--- src/rtl/proc_defs.sv ---
// Shared fetch-side definitions: word width,
// reset PC default, FSM and next-PC encodings.
package proc_defs;

  localparam int unsigned XLEN = 16;

  typedef logic [XLEN-1:0] word_t;

  localparam word_t RESET_PC_DEF = 16'h0000;

  typedef enum logic [1:0] {
    ST_FETCH = 2'd0,
    ST_VALID = 2'd1,
    ST_HALT  = 2'd2
  } fetch_state_e;

  typedef enum logic [1:0] {
    PC_HOLD = 2'd0,
    PC_INC  = 2'd1,
    PC_BR   = 2'd2
  } pc_sel_e;

endpackage

--- src/rtl/pc_unit.sv ---
// Program counter register with hold / +1 /
// branch-target next-PC mux and link value.
module pc_unit
  import proc_defs::*;
#(
  parameter word_t RESET_PC = RESET_PC_DEF
) (
  input  logic    clk,
  input  logic    rst_n,
  input  pc_sel_e pc_sel,
  input  word_t   br_tgt,
  output word_t   pc,
  output word_t   pc_plus1
);

  word_t pc_q;
  word_t pc_d;

  assign pc       = pc_q;
  assign pc_plus1 = pc_q + 16'd1;

  always_comb begin
    pc_d = pc_q;
    unique case (pc_sel)
      PC_INC:  pc_d = pc_plus1;
      PC_BR:   pc_d = br_tgt;
      default: pc_d = pc_q;
    endcase
  end

  always_ff @(posedge clk or negedge rst_n) begin
    if (!rst_n) begin
      pc_q <= RESET_PC;
    end else begin
      pc_q <= pc_d;
    end
  end

endmodule

--- src/rtl/instr_fetch.sv ---
// Fetch stage: PC ownership, memory request,
// instruction register and decode handshake.
module instr_fetch
  import proc_defs::*;
#(
  parameter word_t RESET_PC = RESET_PC_DEF
) (
  input  logic        clk,
  input  logic        rst_n,
  output logic [15:0] im_addr,
  output logic        im_rd,
  input  logic [15:0] im_rdata,
  input  logic        im_rdy,
  output logic [15:0] instr,
  output logic        instr_vld,
  input  logic        instr_acc,
  input  logic        br_taken,
  input  logic [15:0] br_tgt,
  input  logic        hlt,
  output logic [15:0] pc_plus1,
  output logic        halted
);

  fetch_state_e state_q;
  fetch_state_e state_d;
  pc_sel_e      pc_sel;
  logic         cap;
  word_t        pc;
  word_t        instr_q;

  pc_unit #(
    .RESET_PC (RESET_PC)
  ) u_pc (
    .clk      (clk),
    .rst_n    (rst_n),
    .pc_sel   (pc_sel),
    .br_tgt   (br_tgt),
    .pc       (pc),
    .pc_plus1 (pc_plus1)
  );

  // rst_n gates the request so it drops without waiting for a clock
  assign im_rd     = rst_n & (state_q == ST_FETCH);
  assign im_addr   = pc;
  assign instr     = instr_q;
  assign instr_vld = (state_q == ST_VALID);
  assign halted    = (state_q == ST_HALT);

  always_comb begin
    state_d = state_q;
    pc_sel  = PC_HOLD;
    cap     = 1'b0;
    unique case (state_q)
      ST_FETCH: begin
        if (im_rdy) begin
          cap     = 1'b1;
          state_d = ST_VALID;
        end
      end
      ST_VALID: begin
        // halt outranks a simultaneous redirect
        if (instr_acc) begin
          if (hlt) begin
            state_d = ST_HALT;
          end else if (br_taken) begin
            pc_sel  = PC_BR;
            state_d = ST_FETCH;
          end else begin
            pc_sel  = PC_INC;
            state_d = ST_FETCH;
          end
        end
      end
      ST_HALT: begin
        state_d = ST_HALT;
      end
      default: begin
        state_d = ST_FETCH;
      end
    endcase
  end

  always_ff @(posedge clk or negedge rst_n) begin
    if (!rst_n) begin
      state_q <= ST_FETCH;
      instr_q <= 16'h0000;
    end else begin
      state_q <= state_d;
      if (cap) begin
        instr_q <= im_rdata;
      end
    end
  end

endmodule

--- config.mk ---
export PLATFORM = sky130hd
export DESIGN_NAME = instr_fetch
export DESIGN_NICKNAME = d
export VERILOG_FILES = /design/src/rtl/proc_defs.sv /design/src/rtl/pc_unit.sv /design/src/rtl/instr_fetch.sv
export SDC_FILE = /design/constraint.sdc
export NUM_CORES = 1
export LEC_CHECK = 0
export ABC_AREA = 0
export CORE_UTILIZATION = 37
export CTS_CLUSTER_DIAMETER = 50
export CTS_CLUSTER_SIZE = 12
export DETAILED_ROUTE_END_ITERATION = 8
export PLACE_DENSITY = 0.81
export REMOVE_ABC_BUFFERS = 1
export SLEW_MARGIN = 20
export SYNTH_ARGS = -nofsm -noshare
export SYNTH_HDL_FRONTEND = slang
export SYNTH_SLANG_ARGS = --single-unit
--- constraint.sdc ---
create_clock -name clk -period 2.14 [get_ports clk]
set_input_delay 0.321 -clock clk [delete_from_list [all_inputs] [get_ports clk]]
set_output_delay 0.321 -clock clk [all_outputs]
set_load 0.005 [all_outputs]
==> impl_results.md, run 1 <==
* First-pass DRT Iterations at 4
* Cts hold-fix bufs at 0
* Cell with the largest stage delay on the worst path: sky130_fd_sc_hd__clkdlybuf4s50_1
* Clock tree from TritonCTS: yes
* Number of buffer and inverter stages on the critical path at 2
* Sequential-to-total area share from yosys stat at 44.1%
* R2R Setup Slk at approximately 0.15 ns
* Share of post-route cells with drive strength above 1 at 28.2%
* Proportion of synthesized flip-flops having asynchronous set or reset at between 90% and 100%
* Number of setup violations in the final report at 2
* DRC at 0
* Adder and majority cell fraction of the synthesized area at 1.30%
* Largest family of logic cells by synthesized area: simple AND/OR/NAND/NOR gates
* WP data required at between 1.5 and 2 ns
* Failing checks: negative setup slack
* Die Outline Area at ~5500 sq um
* Total number of H-tree levels at 2
* CP top delay family: buffers and inverters
* Overall fraction of global-route tracks in use at between 20% and 30%
* Max clock buf depth at 2
* Worst-path cell chain: buf_4, nand3_4, nor4_4, xor2_1, clkdlybuf4s50_1
* Antenna violation net count after detailed routing at 0
* Nature of the critical path startpoint: flip-flop
* Achievable frequency at between 0.4 and 0.5 GHz
* Width of the chip at about 74 um
* Area share of and/or/nand/nor cells after synthesis at between 20% and 30%
* Utilization after layout at roughly two thirds
* Count of flip-flops with a built-in enable after synthesis at 0
* Kind of critical path: reg -> out
* Number of I/O pins at between 80 and 90
* Clock skew at 0.00637 ns
* MaxCap Viol Count at 0
* Post-synth top area cell: sky130_fd_sc_hd__dfrtp_1
* Result of the run: finished with violations
* Routed wire length at 5.83 mm
* Clock buffer count from CTS at 5
* Post-Synthesis Cells at 190
* Nets@finish at 355
* Gr ovfl total at 0
* Critical Path Max Stage Delay at 0.52 ns
* Root Buffer Master: sky130_fd_sc_hd__clkbuf_8
* Worst slack at placement at -0.217 ns
* Gp weighted congestion at 0.834
* Post-detail-place hpwl at about 4.2 mm
* Post-layout instance count excluding filler cells at approximately 380
* Total number of vias at roughly 2k
* Iteration-0 DRC count of the detailed router at just over 100
* Biggest area contributors in the synthesized netlist: sky130_fd_sc_hd__dfrtp_1, sky130_fd_sc_hd__mux2_2, sky130_fd_sc_hd__xor2_1
* Dominant cell by count in the synthesized netlist: sky130_fd_sc_hd__dfrtp_1
* Mux share of post-synthesis cell area at a little under 10%
* Hold Violations, Final at 0
* Crit-path max FO at 6
* Crit path time final at 2.30 ns
* Number of port buffers at between 80 and 90
* Slew at the pin with the worst max-slew slack at between 0.4 and 0.5 ns
* # diodes at 0
* Final max-slew violation count at 0
* Worst-Skew Late Latency at just under 0.3 ns
* Maximum vdd drop at approximately 0.00068 V
* Average routed wire per standard cell at 15.2 um
* Standard-cell row count at 25
* Worst setup slack after layout at -0.163 ns
* Most numerous cell types in the synthesized netlist: sky130_fd_sc_hd__dfrtp_1, sky130_fd_sc_hd__mux2_2, sky130_fd_sc_hd__nand2_1
* Register clock-pin slew on the reported worst setup and hold paths at around 0.070 ns
* Period utilization at 108%
* Maximum number of pins on one net before global-route repair at 35
* Area grow syn2layout at 72.3%
* Leakage dissipation at around 1.4 nW
* Cell Area, Synth at a little under 2000 sq um
* Arrival time at the worst endpoint at between 1.5 and 2 ns
* Number of global-route vias before repair at ~1.9k
* Post-route total power at about 3.2 mW
* Cell count after placement at approximately 370
* Yosys warnings at 0
* Starting Density at a little under 40%
* CP Capture Type: output port
* Sinks on Clock Net at 34
* Post-synthesis xor/xnor area fraction at between 6 and 7%
* Wire length of the first global-routing pass at roughly 9 mm
* Die height at about 74 um
* Detail-routed via count per cell at 5.13
* Number of unique standard cell types used by synthesis at 46
* Core area at approximately 4900 sq um
* Mean post-synth cell area at between 10 and 15 sq um
* Yosys top cell area share at 44.1%
* Antenna violations before repair at 0
* Setup repair after global routing missed its margin: true
* Worst min-delay path class: in -> async
* Worst slew margin relative to its limit at around 70%
* Flops & latches, synth at 34
* Primary flip-flop cell chosen by synthesis mapping: sky130_fd_sc_hd__dfrtp_1
* Pwr Density at 970 nW/um^2
* Synthesized-area fraction occupied by ao, oa, aoi and oai cells at a little over an eighth
-- worst paths after layout --
check / endpoint / start / cells past startpoint
max: pc_plus1[13] / u_pc.pc[0] / 5
min: u_pc.pc[12] / rst_n / 2
max reg2reg: u_pc.pc[10] / state_q[1] / 7
min reg2reg: instr[7] / instr[7] / 1
max in group asynchronous: u_pc.pc[3] / rst_n / 2
min in group clk: instr[7] / instr[7] / 1
-- cells by family after synthesis --
family	count (synthesis)
AO/OA/AOI/OAI	39
multiplexers	17
buffers and inverters	17
XOR/XNOR	14
adder cells (fa/ha/maj)	2
flip-flops	34
AND/OR/NAND/NOR	67
-- registers in the layout, summed over array words and instances, names as in the netlist --
signal and cells:
u_pc.pc 16, state_q 2, instr 16
-- where the power goes --
part	total [mW]	internal [mW]	switching [mW]
combinational	1.69	1.09	0.602
sequential	1.05	0.886	0.165
clock	0.485	0.259	0.226
total	3.23	2.23	0.993
-- metrics by stage --
stage	hold WS, ns	setup TNS [ns]	instance area [sq um]
finish	0.466	-0.277	3330
global route	0.518	-0.579	3330
CTS	0.490	-0.717	3270
detailed placement	0.495	-1.72	3110
global placement	0.488	-1.09	3110
floorplan	0.0254	-2.91	1870
-- final cells by class --
type,count,area [sq um]
Fill cell,380,1550
Timing Repair Buffer,131,1220
Multi-Input combinational cell,139,1060
Sequential cell,34,855
Clock buffer,7,86.3
Tap cell,67,83.8
Inverter,4,15.0
Clock inverter,1,5.00
-- placed cells by master (no fill, tap or decap), types with 3 or more instances in the layout --
cell,synthesis,final
sky130_fd_sc_hd__xnor2_1,6,6
sky130_fd_sc_hd__dfrtp_1,34,31
sky130_fd_sc_hd__clkdlybuf4s50_1,0,79
sky130_fd_sc_hd__nor3_1,6,4
sky130_fd_sc_hd__o21ai_0,11,11
sky130_fd_sc_hd__xor2_1,8,8
sky130_fd_sc_hd__buf_4,2,42
sky130_fd_sc_hd__o211ai_1,3,3
sky130_fd_sc_hd__nand2_1,13,13
sky130_fd_sc_hd__nor2_1,12,8
sky130_fd_sc_hd__nor3b_1,3,3
sky130_fd_sc_hd__dlymetal6s2s_1,0,3
sky130_fd_sc_hd__nor2_2,0,4
sky130_fd_sc_hd__clkbuf_8,0,6
sky130_fd_sc_hd__dlygate4sd2_1,0,5
sky130_fd_sc_hd__nand3_1,9,8
sky130_fd_sc_hd__nor2b_1,3,3
sky130_fd_sc_hd__dfrtp_2,0,3
sky130_fd_sc_hd__a21oi_1,7,7
sky130_fd_sc_hd__nand4_1,5,5
sky130_fd_sc_hd__inv_1,3,3
sky130_fd_sc_hd__mux2_2,16,16
sky130_fd_sc_hd__a22oi_1,6,6
-- routing by layer --
metal	global-route usage, %	wire (um)
met1	27.2	2450
met2	37.3	2840
met3	6.10	471
met4	5.03	65
met5	0	0
-- repair_timing --
item,in CTS,in global routing
resized for setup,14,13
pin swaps,5,4
buffers inserted,6,2
setup endpoints to repair,13,19
Note: power is estimated with default switching activity, not from simulation.
==> run 2, diff against run 1 <==
--- a/config.mk
+++ b/config.mk
@@ -6,11 +6,14 @@
 export NUM_CORES = 1
 export LEC_CHECK = 0
 export ABC_AREA = 0
-export CORE_UTILIZATION = 37
+export CELL_PAD_IN_SITES_DETAIL_PLACEMENT = 0
+export CELL_PAD_IN_SITES_GLOBAL_PLACEMENT = 2
+export CORE_MARGIN = 2
+export CORE_UTILIZATION = 21
 export CTS_CLUSTER_DIAMETER = 50
 export CTS_CLUSTER_SIZE = 12
 export DETAILED_ROUTE_END_ITERATION = 8
-export PLACE_DENSITY = 0.81
+export PLACE_DENSITY = 0.79
 export REMOVE_ABC_BUFFERS = 1
 export SLEW_MARGIN = 20
 export SYNTH_ARGS = -nofsm -noshare
==> run 2 against run 1 <==
The flow now finishes without violations. Register-to-register slack lost 0.05 ns. Total power is 4.2% higher. Combinational power up 2%. Fmax grew 11%. Cell count up 12%. Clock power up 24%. Wire length up 5.9%. Critical path type unchanged. Largest cell class unchanged.
==> impl_results.md, run 2 (synthesis results as in run 1) <==
* Result of the run: completed
* Antenna violations before repair at 0
* Total number of vias at ~2.0k
* Most frequent cells in the layout: sky130_fd_sc_hd__clkdlybuf4s50_1, sky130_fd_sc_hd__buf_4, sky130_fd_sc_hd__dfrtp_1, sky130_fd_sc_hd__mux2_2, sky130_fd_sc_hd__nand2_1
* Final max-slew violation count at 0
* Nets@finish at approximately 360
* Leakage dissipation at 1.40 nW
* Routed wire length at ~6 mm
* Kind of critical path: reg -> out
* Arrival time at the worst endpoint at approximately 1.8 ns
* Critical Path Max Stage Delay at 0.36 ns
* Number of port buffers at 88
* Wire length of the first global-routing pass at around 9.9 mm
* Die height at ~100 um
* Max clock buf depth at 2
* Starting Density at a little over a fifth
* Post-detail-place hpwl at approximately 4.6 mm
* Achievable frequency at 0.483 GHz
* Slew at the pin with the worst max-slew slack at 0.451 ns
* Cell count after placement at approximately 410
* Root Buffer Master: sky130_fd_sc_hd__clkbuf_8
* Worst min-delay path class: in -> async
* Pwr Density at 979 nW/um^2
* Gp weighted congestion at 0.751
* Core area at 8810 sq um
* Gr ovfl total at 0
* Number of setup violations in the final report at 0
* Sinks on Clock Net at 34
* Crit path time final at a little over 2 ns
* Antenna violation net count after detailed routing at 0
* Number of global-route vias before repair at 1993
* Cts hold-fix bufs at 0
* # diodes at 0
* Total negative slack at 0 ns
* Clock skew at roughly 0.0022 ns
* MaxCap Viol Count at 0
* CP Capture Type: output port
* Most common library cell in the layout ignoring fill and taps: sky130_fd_sc_hd__clkdlybuf4s50_1
* Final std cell area, no fill at approximately 3400 sq um
* WP data required at 1.82 ns
* Number of I/O pins at 89
* Average routed wire per standard cell at roughly 14 um
* Worst-path cell chain: buf_4, buf_4, and3_4, nand4_4, buf_4, xnor2_2, dlygate4sd2_1
* Overall fraction of global-route tracks in use at around an eighth
* Area grow syn2layout at 77.8%
* Area after detailed placement at 3160 sq um
* Cell with the largest stage delay on the worst path: sky130_fd_sc_hd__dfrtp_1
* Worst-Skew Late Latency at 0.28 ns
* Hold Violations, Final at 0
* First-pass DRT Iterations at 4
* Die Outline Area at about 10000 sq um
* Register clock-pin slew on the reported worst setup and hold paths at approximately 0.08 ns
* Post-layout instance count excluding filler cells at 430
* Maximum number of pins on one net before global-route repair at 35
* Period utilization at a little over nine tenths
* Total number of H-tree levels at 2
* Most used cell, CP: sky130_fd_sc_hd__buf_4
* Clock tree from TritonCTS: yes
* Standard-cell row count at 34
* Nature of the critical path startpoint: flip-flop
* Worst slew margin relative to its limit at 69.9%
* Maximum vdd drop at about 0.00048 V
* Crit-path max FO at 3
* Width of the chip at 99.9 um
* Detail-routed via count per cell at ~4.6
* Share of post-route cells with drive strength above 1 at between 30 and 40%
* Number of filler instances in the final layout at slightly below 900
* Iteration-0 DRC count of the detailed router at between 80 and 90
* Clock buffer count from CTS at 5
* DRC at 0
==> run 2: cell count changes in the layout (fill, tap and decap cells not counted), moves of 3 or more <==
cell / delta
sky130_fd_sc_hd__buf_2: +3
sky130_fd_sc_hd__buf_4: +5
sky130_fd_sc_hd__clkdlybuf4s50_1: -4
sky130_fd_sc_hd__dlygate4sd2_1: +3
==> run 2: timing repair <==
action,4_1_cts,5_1_grt
pin swaps,7,5
buffers inserted,6,7
gates resized for setup,32,8
cloned,0,0
setup endpoints to repair,18,20
==> run 2: path summary, 6_finish.rpt <==
path | depth (start not counted) | from | end | slack [ns]
worst max-delay path | 7 | u_pc.pc[0] | pc_plus1[11] | 0.07
worst max register to register | 8 | state_q[1] | u_pc.pc[12] | 0.10
min in group clk | 1 | instr[12] | instr[12] | 0.51
max in group asynchronous | 2 | rst_n | u_pc.pc[3] | 1.70
worst min register to register | 1 | instr[12] | instr[12] | 0.51
worst min-delay path | 2 | rst_n | instr[12] | 0.10
==> run 2: stage by stage <==
stage / setup WS [ns] / power [mW] / hold slack (ns) / utilization [%]
2_1_floorplan: -0.359 / 1.63 / 0.0254 / -
3_3_place_gp: -0.282 / 2.68 / 0.443 / 35.9
3_5_place_dp: -0.346 / 2.70 / 0.444 / 35.9
4_1_cts: -0.223 / 3.35 / 0.125 / 38.1
5_1_grt: -0.0113 / 3.60 / 0.131 / 39.0
6_report: 0.0695 / 3.36 / 0.101 / 39.0
==> run 2: worst max-delay path: cells and delay by family (launching register included) <==
family | cells | cell delay (ns)
xor gates and xnor gates | 1 | 0.12
buffers and inverters | 4 | 0.68
DFF | 1 | 0.36
and+or+nand+nor | 2 | 0.30
==> run 2: power breakdown <==
part / leakage, nW / internal (mW) / switching, mW / total, mW
clock: 0.0504 / 0.346 / 0.254 / 0.600
sequential: 0.387 / 0.884 / 0.150 / 1.03
combinational: 0.965 / 1.11 / 0.616 / 1.73
total: 1.40 / 2.34 / 1.02 / 3.36
==> run 2: cell type report <==
cell class,count,area (sq um),share of cell area (%)
multi-input combinational,139,1070,31.2
tap,108,135,3.94
timing repair buffer,137,1240,36.2
clock buffer,5,68.8,2.00
sequential,34,855,24.9
clock inverter,3,45.0,1.31
inverter,4,15.0,0.437
==> run 2: per-layer routing <==
layer	track usage, %	vias to the layer above	part of all wire (%)
met2	20.8	78	47
met4	2.85	0	0.62
met1	16.4	944	46
met3	3.06	4	5.8
li1	-	951	-
met5	0	-	0
